[config.mk]
export PLATFORM = sky130hd
export DESIGN_NAME = wb_arbiter
export DESIGN_NICKNAME = d
export VERILOG_FILES = /design/src/rtl/wb_arbiter_pkg.sv /design/src/rtl/wb_arb_rr_select.sv /design/src/rtl/wb_arbiter.sv
export SDC_FILE = /design/constraint.sdc
export NUM_CORES = 1
export LEC_CHECK = 0
export BUFFER_PORTS_ARGS = -buffer_cell sky130_fd_sc_hd__buf_2
export CAP_MARGIN = 20
export CORE_AREA = 5 5 213 215
export DETAILED_ROUTE_END_ITERATION = 6
export DIE_AREA = 0 0 218 220
export PLACE_DENSITY = 0.3
export SLEW_MARGIN = 20
export SYNTH_ARGS = -nofsm -noshare
export SYNTH_HDL_FRONTEND = slang
export SYNTH_SLANG_ARGS = --single-unit
[constraint.sdc]
create_clock -name clk_i -period 2.8 [get_ports clk_i]
set_clock_uncertainty 0.15 [all_clocks]
set_input_delay 0.56 -clock clk_i [delete_from_list [all_inputs] [get_ports clk_i]]
set_output_delay 0.56 -clock clk_i [all_outputs]
set_load 0.01 [all_outputs]
[src/rtl/wb_arbiter_pkg.sv]
// Shared Wishbone widths and arbiter state encodings.
// Imported by wb_arbiter and wb_arb_rr_select.
package wb_arbiter_pkg;

   localparam int ADR_WIDTH = 64;
   localparam int DAT_WIDTH = 64;
   localparam int SEL_WIDTH = 8;

   localparam logic [1:0] ARB_IDLE     = 2'd0;
   localparam logic [1:0] ARB_OWNED    = 2'd1;
   localparam logic [1:0] ARB_ERR_HOLD = 2'd2;

endpackage

[src/rtl/wb_arb_rr_select.sv]
// Combinational round-robin picker.
// Ports: req_i (requests), last_i (previous owner index),
//        gnt_o (one-hot winner), idx_o (winner index), vld_o (any request).
module wb_arb_rr_select
   import wb_arbiter_pkg::*;
#(
   parameter int NUM_MASTERS = 2,
   parameter int IDX_W       = $clog2(NUM_MASTERS)
) (
   input  logic [NUM_MASTERS-1:0] req_i,
   input  logic [IDX_W-1:0]       last_i,
   output logic [NUM_MASTERS-1:0] gnt_o,
   output logic [IDX_W-1:0]       idx_o,
   output logic                   vld_o
);

   int                       start;
   int                       pos;
   logic [2*NUM_MASTERS-1:0] dbl;
   logic [NUM_MASTERS-1:0]   rot;

   // Rotate requests so bit 0 is the master after last_i, then take
   // the lowest set bit. Index arithmetic wraps explicitly below N.
   always_comb begin
      start = int'(last_i) + 1;
      if (start >= NUM_MASTERS) start = 0;
      dbl   = {req_i, req_i} >> start;
      rot   = dbl[NUM_MASTERS-1:0];
      pos   = 0;
      gnt_o = '0;
      idx_o = '0;
      vld_o = 1'b0;
      for (int i = 0; i < NUM_MASTERS; i++) begin
         if (!vld_o && rot[i]) begin
            vld_o = 1'b1;
            pos   = start + i;
            if (pos >= NUM_MASTERS) pos = pos - NUM_MASTERS;
            idx_o = IDX_W'(pos);
            gnt_o = NUM_MASTERS'(1) << pos;
         end
      end
   end

endmodule

[src/rtl/wb_arbiter.sv]
// Round-robin Wishbone arbiter: NUM_MASTERS masters share one slave.
// Ports: clk_i/rst_i; m_* packed master side (slice k = master k);
//        s_* slave side; gnt_o one-hot owner; busy_o bus owned.
// Option: WB_ARB_TIMEOUT_EN adds a stall timeout with ERR_HOLD state.
module wb_arbiter
   import wb_arbiter_pkg::*;
#(
   parameter int NUM_MASTERS    = 2,
   parameter int TIMEOUT_CYCLES = 255
) (
   input  logic                           clk_i,
   input  logic                           rst_i,
   input  logic [NUM_MASTERS*ADR_WIDTH-1:0] m_adr_i,
   input  logic [NUM_MASTERS*DAT_WIDTH-1:0] m_dat_i,
   input  logic [NUM_MASTERS*SEL_WIDTH-1:0] m_sel_i,
   input  logic [NUM_MASTERS-1:0]         m_we_i,
   input  logic [NUM_MASTERS-1:0]         m_stb_i,
   input  logic [NUM_MASTERS-1:0]         m_cyc_i,
   output logic [DAT_WIDTH-1:0]           m_dat_o,
   output logic [NUM_MASTERS-1:0]         m_ack_o,
   output logic [NUM_MASTERS-1:0]         m_err_o,
   output logic [ADR_WIDTH-1:0]           s_adr_o,
   output logic [DAT_WIDTH-1:0]           s_dat_o,
   output logic [SEL_WIDTH-1:0]           s_sel_o,
   output logic                           s_we_o,
   output logic                           s_stb_o,
   output logic                           s_cyc_o,
   input  logic [DAT_WIDTH-1:0]           s_dat_i,
   input  logic                           s_ack_i,
   input  logic                           s_err_i,
   output logic [NUM_MASTERS-1:0]         gnt_o,
   output logic                           busy_o
);

   localparam int IW = $clog2(NUM_MASTERS);

   logic [1:0]             state_q, state_d;
   logic [NUM_MASTERS-1:0] gnt_q, gnt_d;
   logic [IW-1:0]          gidx_q, gidx_d;
   logic [IW-1:0]          last_q, last_d;

   logic [NUM_MASTERS-1:0] sel_gnt;
   logic [IW-1:0]          sel_idx;
   logic                   sel_vld;

   logic                   owned;
   logic                   owner_cyc;
   logic                   tmo_hit;

   logic [ADR_WIDTH-1:0]   adr_mux;
   logic [DAT_WIDTH-1:0]   dat_mux;
   logic [SEL_WIDTH-1:0]   sel_mux;
   logic                   we_mux;
   logic                   stb_mux;
   logic                   cyc_mux;

   wb_arb_rr_select #(
      .NUM_MASTERS (NUM_MASTERS),
      .IDX_W       (IW)
   ) u_sel (
      .req_i  (m_cyc_i),
      .last_i (last_q),
      .gnt_o  (sel_gnt),
      .idx_o  (sel_idx),
      .vld_o  (sel_vld)
   );

   assign owned     = (state_q == ARB_OWNED);
   assign owner_cyc = |(m_cyc_i & gnt_q);

   // AND-OR mux on the one-hot grant; all zero when nobody owns.
   always_comb begin
      adr_mux = '0;
      dat_mux = '0;
      sel_mux = '0;
      we_mux  = 1'b0;
      stb_mux = 1'b0;
      cyc_mux = 1'b0;
      for (int k = 0; k < NUM_MASTERS; k++) begin
         if (gnt_q[k]) begin
            adr_mux = m_adr_i[k*ADR_WIDTH +: ADR_WIDTH];
            dat_mux = m_dat_i[k*DAT_WIDTH +: DAT_WIDTH];
            sel_mux = m_sel_i[k*SEL_WIDTH +: SEL_WIDTH];
            we_mux  = m_we_i[k];
            stb_mux = m_stb_i[k];
            cyc_mux = m_cyc_i[k];
         end
      end
   end

   assign s_adr_o = owned ? adr_mux : '0;
   assign s_dat_o = owned ? dat_mux : '0;
   assign s_sel_o = owned ? sel_mux : '0;
   assign s_we_o  = owned & we_mux;
   assign s_stb_o = owned & stb_mux;
   assign s_cyc_o = owned & cyc_mux;

`ifdef WB_ARB_TIMEOUT_EN
   localparam int TW = $clog2(TIMEOUT_CYCLES + 1);

   logic [TW-1:0] tmo_q, tmo_d;

   assign tmo_hit = owned && (tmo_q == TW'(TIMEOUT_CYCLES));

   // Counts consecutive stalled strobe cycles of the owner.
   always_comb begin
      tmo_d = '0;
      if (owned && !tmo_hit && s_stb_o && !s_ack_i && !s_err_i)
         tmo_d = tmo_q + TW'(1);
   end

   always_ff @(posedge clk_i or posedge rst_i) begin
      if (rst_i) tmo_q <= '0;
      else       tmo_q <= tmo_d;
   end
`else
   assign tmo_hit = 1'b0;
`endif

   assign m_dat_o = s_dat_i;
   assign m_ack_o = (owned && s_ack_i) ? gnt_q : '0;
   assign m_err_o = (owned && (s_err_i || tmo_hit)) ? gnt_q : '0;
   assign gnt_o   = gnt_q;
   assign busy_o  = (state_q != ARB_IDLE);

   always_comb begin
      state_d = state_q;
      gnt_d   = gnt_q;
      gidx_d  = gidx_q;
      last_d  = last_q;
      case (state_q)
         ARB_IDLE: begin
            if (sel_vld) begin
               state_d = ARB_OWNED;
               gnt_d   = sel_gnt;
               gidx_d  = sel_idx;
            end
         end
         ARB_OWNED: begin
            if (!owner_cyc) begin
               state_d = ARB_IDLE;
               gnt_d   = '0;
               last_d  = gidx_q;
            end else if (tmo_hit) begin
               state_d = ARB_ERR_HOLD;
            end
         end
`ifdef WB_ARB_TIMEOUT_EN
         ARB_ERR_HOLD: begin
            if (!owner_cyc) begin
               state_d = ARB_IDLE;
               gnt_d   = '0;
               last_d  = gidx_q;
            end
         end
`endif
         default: begin
            state_d = ARB_IDLE;
            gnt_d   = '0;
         end
      endcase
   end

   always_ff @(posedge clk_i or posedge rst_i) begin
      if (rst_i) begin
         state_q <= ARB_IDLE;
         gnt_q   <= '0;
         gidx_q  <= '0;
         last_q  <= IW'(NUM_MASTERS - 1);
      end else begin
         state_q <= state_d;
         gnt_q   <= gnt_d;
         gidx_q  <= gidx_d;
         last_q  <= last_d;
      end
   end

endmodule

Yosys cells after proc, flatten, opt, wreduce, memory -nomap -nowiden

Index checks and enable logic that the tools add are counted.

Flip-flop bits (word level): 6

$add $sub $neg: 4
Order comparisons: 3
Equal/unequal tests: 3
Shift operators: 3
Multiplexer cells: 33
Bitwise operators: 5
Reduce and logical (&&, ||, !) cells: 10

Operators by type and width:

| operator                                              | count |
|---|---|
| two-way mux 64 bit                                    | 6 |
| two-way mux 32 bit                                    | 5 |
| >= comparator 32 x 3 -> 1 bit (second input constant) | 3 |
| << shifter 1 x 32 -> 2 bit (first input constant)     | 2 |
| subtractor 32 x 3 -> 32 bit (second input constant)   | 2 |
| adder 32 x 2 -> 32 bit (second input constant)        | 1 |
| >> shifter 4 x 32 -> 2 bit                            | 1 |
| two-way mux 8 bit                                     | 3 |
| two-way mux 2 bit                                     | 7 |
| two-way mux 1 bit                                     | 10 |
| one-hot mux 2 bit (2 select lines)                    | 2 |
| AND reduction 2 bit                                   | 3 |
| != test 2 bit (second input constant)                 | 2 |
| bitwise AND 1 bit                                     | 3 |
| logical AND 1 bit                                     | 3 |
| adder 1 x 1 -> 2 bit (second input constant)          | 1 |
| bitwise AND 2 bit                                     | 1 |
| == test 2 x 1 -> 1 bit (second input constant)        | 1 |
| logical NOT 2 bit                                     | 1 |
| nonzero test 2 bit                                    | 1 |
| OR reduction 2 bit                                    | 1 |
| logical NOT 1 bit                                     | 1 |
| NOT 1 bit                                             | 1 |

Longest topological paths before layout

Word-level depth: 12
Depth in mapped cells: 6
Depth with buffers taken out: 3

Modules after synthesis

A second synthesis with hierarchy kept.

Cells, all modules: 420
Area total of the unflattened synthesis: 4,042.6 µm²

Modules (own cells, without submodules):

| module           | times used | cells an instance | area each (µm²) | seq. area each (µm²) |
|---|---|---|---|---|
| wb_arbiter       | 1          | 415               | 4,010.1         | 126.4 |
| wb_arb_rr_select | 1          | 5                 | 32.5            | 0.0 |

Least setup slack after synthesis

Ideal clock, no wire load.

Path type: register to output
From: reg gnt_q[1], in the netlist gnt_o[1]
To: out s_adr_o[38]
Data arrival time: 1.250 ns
Slack: 0.840 ns
Stages on the path, launching flop included: 7
Buffers on the path: 3
Cell sequence: dfrtp_1 > buf_4 > nor2b_4 > buf_6 > clkbuf_8 > a22oi_1 > nor2b_1

Word-level cells in the longest chain between the ends: 2

Ends and longest elaborated chain:

| what                     | line              | RTL |
|---|---|---|
| start: declaration       | wb_arbiter.sv:38  | `logic [NUM_MASTERS-1:0] gnt_q, gnt_d;` |
| start signal: assignment | wb_arbiter.sv:172 | `gnt_q <= gnt_d;` |
| two-way mux 64 bit       | wb_arbiter.sv:80  | `if (gnt_q[k]) begin` |
| two-way mux 64 bit       | wb_arbiter.sv:91  | `assign s_adr_o = owned ? adr_mux : '0;` |
| end: declaration         | wb_arbiter.sv:22  | `output logic [ADR_WIDTH-1:0] s_adr_o,` |

No other way between the ends.

Final worst setup path

From: reg gnt_q[1], in the netlist gnt_o[1]
To: out s_dat_o[32]

Word-level cells in the longest chain between the ends: 2

Ends and longest elaborated chain:

| what               | line             | RTL |
|---|---|---|
| two-way mux 64 bit | wb_arbiter.sv:80 |  |
| two-way mux 64 bit | wb_arbiter.sv:92 | `assign s_dat_o = owned ? dat_mux : '0;` |
| end: declaration   | wb_arbiter.sv:23 | `output logic [DAT_WIDTH-1:0] s_dat_o,` |

No other way between the ends.

==> flow_summary_export.csv <==
group,metric,value,unit
timing,slew_headroom,0.669,
clocking,clk_pin_slew,30,ps
drt,drc,0,
drt,wl,18400,um
floorplanning,ios,556,
timing,period_needed,2520,ps
floorplanning,die_height,220,um
clocking,root_buffer,"clkbuf_16",
layout,antenna_cells,0,
timing,setup_viol_count_final,0,
timing,setup_tns,0,ps
critical_path,rr_worst_depth,4,
placement,placed_area,5200,um2
critical_path,reg2reg_slack,1220,ps
placement,dp_cells,1335,
critical_path,crit_chain,"buf_4 > buf_4 > a22oi_1 > nor2b_1 > buf_2",
critical_path,crit_path_max_fanout,31,
synth,synth-seq-area-share,0.0423,
critical_path,cp-end-kind,"output port",
clocking,clk_latency,230,ps
critical_path,cp-start-kind,"flip-flop",
synth,synth_top_family_by_area,"compound AO/OA/AOI/OAI gates",
layout,finalInstanceArea,5280,um2
synth,syn_inst,418,
clocking,cts_setup_buffers,0,
floorplanning,die_w,218,um
pwr,power.leakage,2.60,nW
critical_path,crit_family,"buffers and inverters",
synth,ys_types,25,
layout,syn_to_final_growth,76.9,%
synth,synth_xor_area_frac,0,
drt,firstDrtPassIters,5,
timing,slew_violations,0,
run,maxCapViolations,0,
floorplanning,placementRows,77,
critical_path,cp.required,2090,ps
global_routing,grt_pass1_vias,4225,
floorplanning,dieArea,48000,um2
synth,synth_mux_area_frac,0.00377,
critical_path,r2r-start,"gnt_o[1]$_DFFE_PP0P_",
global_routing,grt_usage,0.0670,
clocking,cts.sinks,5,
global_routing,grt-ovfl-total,0,
timing,timing.fmax,397,MHz
synth,async_flop_share,1.00,
timing,worst_slew_pin_slew,497,ps
drt,vias,4452,
layout,final_nets,1094,
global_routing,grt_pass1_wl,25100,um
synth,ys_seq_elements,5,
layout,layout-drive-gt1-share,0.598,
drt,vias_per_cell,3.32,
drt,drt-initial-drc-count,190,
clocking,clock_path_buffers,2,
pwr,peakVddDrop,361,uV
critical_path,crit_start,"gnt_o[1]$_DFFE_PP0P_",
critical_path,arrival,1810,ps
synth,synth_common_cells,"a22oi_1 (137), nor2b_1 (137), buf_4 (67)",
synth,syn_avg_cell_area,7.14,um2
synth,syn_nets,764,
critical_path,r2r-end,"last_q$_DFFE_PP1P_",
layout,stdcell_count,1339,
critical_path,critical_path_class,"reg2out",
global_routing,grt_start_max_net_pins,93,
critical_path,worst_path_most_repeated_cell,"buf_4",
critical_path,cp_num_buf_inv,3,
critical_path,cpMaxStageDelayCell,"dfrtp_4",
timing,fin_ws,279,ps
synth,synthAdderAreaFrac,0,
global_routing,antenna_found_initial,3,
synth,synth_edf_count,0,
synth,synthFlopType,"dfrtp_1",
clocking,htree_levels,1,
placement,hpwl,15400,um
synth,synth-simple-area-share,0.322,
timing,rsz0062_at_grt,"false",
pwr,p_per_area,793,nW/um2
synth,syn-cell-area,2990,um2
placement,place_congestion,0.798,
floorplanning,coreArea,43500,um2
drt,antenna_left,0,
placement,dp_worst_setup_slack,529,ps
synth,yosysWarnings,0,
clocking,postCtsResizedCells,0,
synth,synth_top_area_frac,0.345,
placement,port_buffers,427,
clocking,holdBufCountCts,0,
floorplanning,start_util,0.0686,
synth,synth_area_leaders,"a22oi_1 (34%), nor2b_1 (29%), buf_4 (17%)",
clocking,cts_made_buffers,3,
drt,routedWlPerCell,13.8,um
synth,synth_compound_area_frac,0.362,
status,run_status,"finished clean",
hold_path,hold_path_class,"in2async",
synth,synth_top_cell_by_area,"a22oi_1",
critical_path,timing.critical_path.slowest_cell_delay,440,ps
clocking,cts_tree,"yes",
timing,final.period_utilization,0.900,
timing,final_hold_viol_count,0,
[how the worst max path moves through the flow]
| stage | endpoint | slack (ps) | depth (start not counted) |
|---|---|---|---|
| 5_1_grt | s_dat_o[41] | 170 | 5 |
| 4_1_cts | s_dat_o[60] | 280 | 5 |
| 3_5_place_dp | s_dat_o[60] | 530 | 5 |
| 6_report | s_dat_o[32] | 280 | 5 |
| 2_1_floorplan | s_adr_o[38] | 840 | 6 |
| 3_3_place_gp | s_dat_o[43] | 520 | 5 |
[where the power goes]
| part | internal, W | total, W | switching (W) |
|---|---|---|---|
| combinational | 0.00167 | 0.00379 | 0.00212 |
| clock | 0.000189 | 0.000238 | 0.0000491 |
| sequential | 0.000124 | 0.000162 | 0.0000375 |
| total | 0.00198 | 0.00419 | 0.00221 |
[through the flow]
stage / power (W) / hold slack (ps) / util
2_1_floorplan: 0.00275 / 188 / -
3_3_place_gp: 0.00407 / 321 / 0.119
3_5_place_dp: 0.00402 / 318 / 0.119
4_1_cts: 0.00428 / 86.4 / 0.121
5_1_grt: 0.00457 / 108 / 0.121
6_report: 0.00419 / 78.0 / 0.121
[logic make-up (layout without fill, tap and decap cells)]
| group | count (synthesis) | in the layout |
|---|---|---|
| DFF | 5 | 5 |
| muxes | 1 | 1 |
| AOI/OAI and AO/OA | 145 | 145 |
| buffers and inverters | 113 | 442 |
| and+or+nand+nor | 154 | 154 |
[cell usage in the layout (no fill, tap or decap), types with 3 or more instances in the layout]
cell type / n
and3_1: 4
nor2b_1: 137
clkbuf_16: 3
buf_12: 5
nand2_1: 3
buf_2: 427
buf_4: 4
a22oi_1: 137
[metal layers]
metal  vias up  wire [um]  track usage  part of all wire
li1       2092          -            -                 -
met5         -         29            0            0.0016
met3        45       1810       0.0169             0.098
met2       264       9790        0.127              0.53
met4         6        554       0.0247             0.030
met1      2045       6250       0.0717              0.34
[sequential cells by signal (all words and copies together), names as in the netlist]
name and count:
last_q 1, gidx_q 1, gnt_o 2, state_q 1
[area by class of cell]
| cell class | count | area [um2] |
|---|---|---|
| well taps | 592 | 741 |
| multi-input cells | 300 | 2050 |
| inverters | 2 | 7.51 |
| flip-flops and latches | 5 | 134 |
| fillers | 5109 | 38300 |
| repair buffers | 436 | 2270 |
| clock buffers | 4 | 78.8 |
Power figures use the tool's default switching activity.
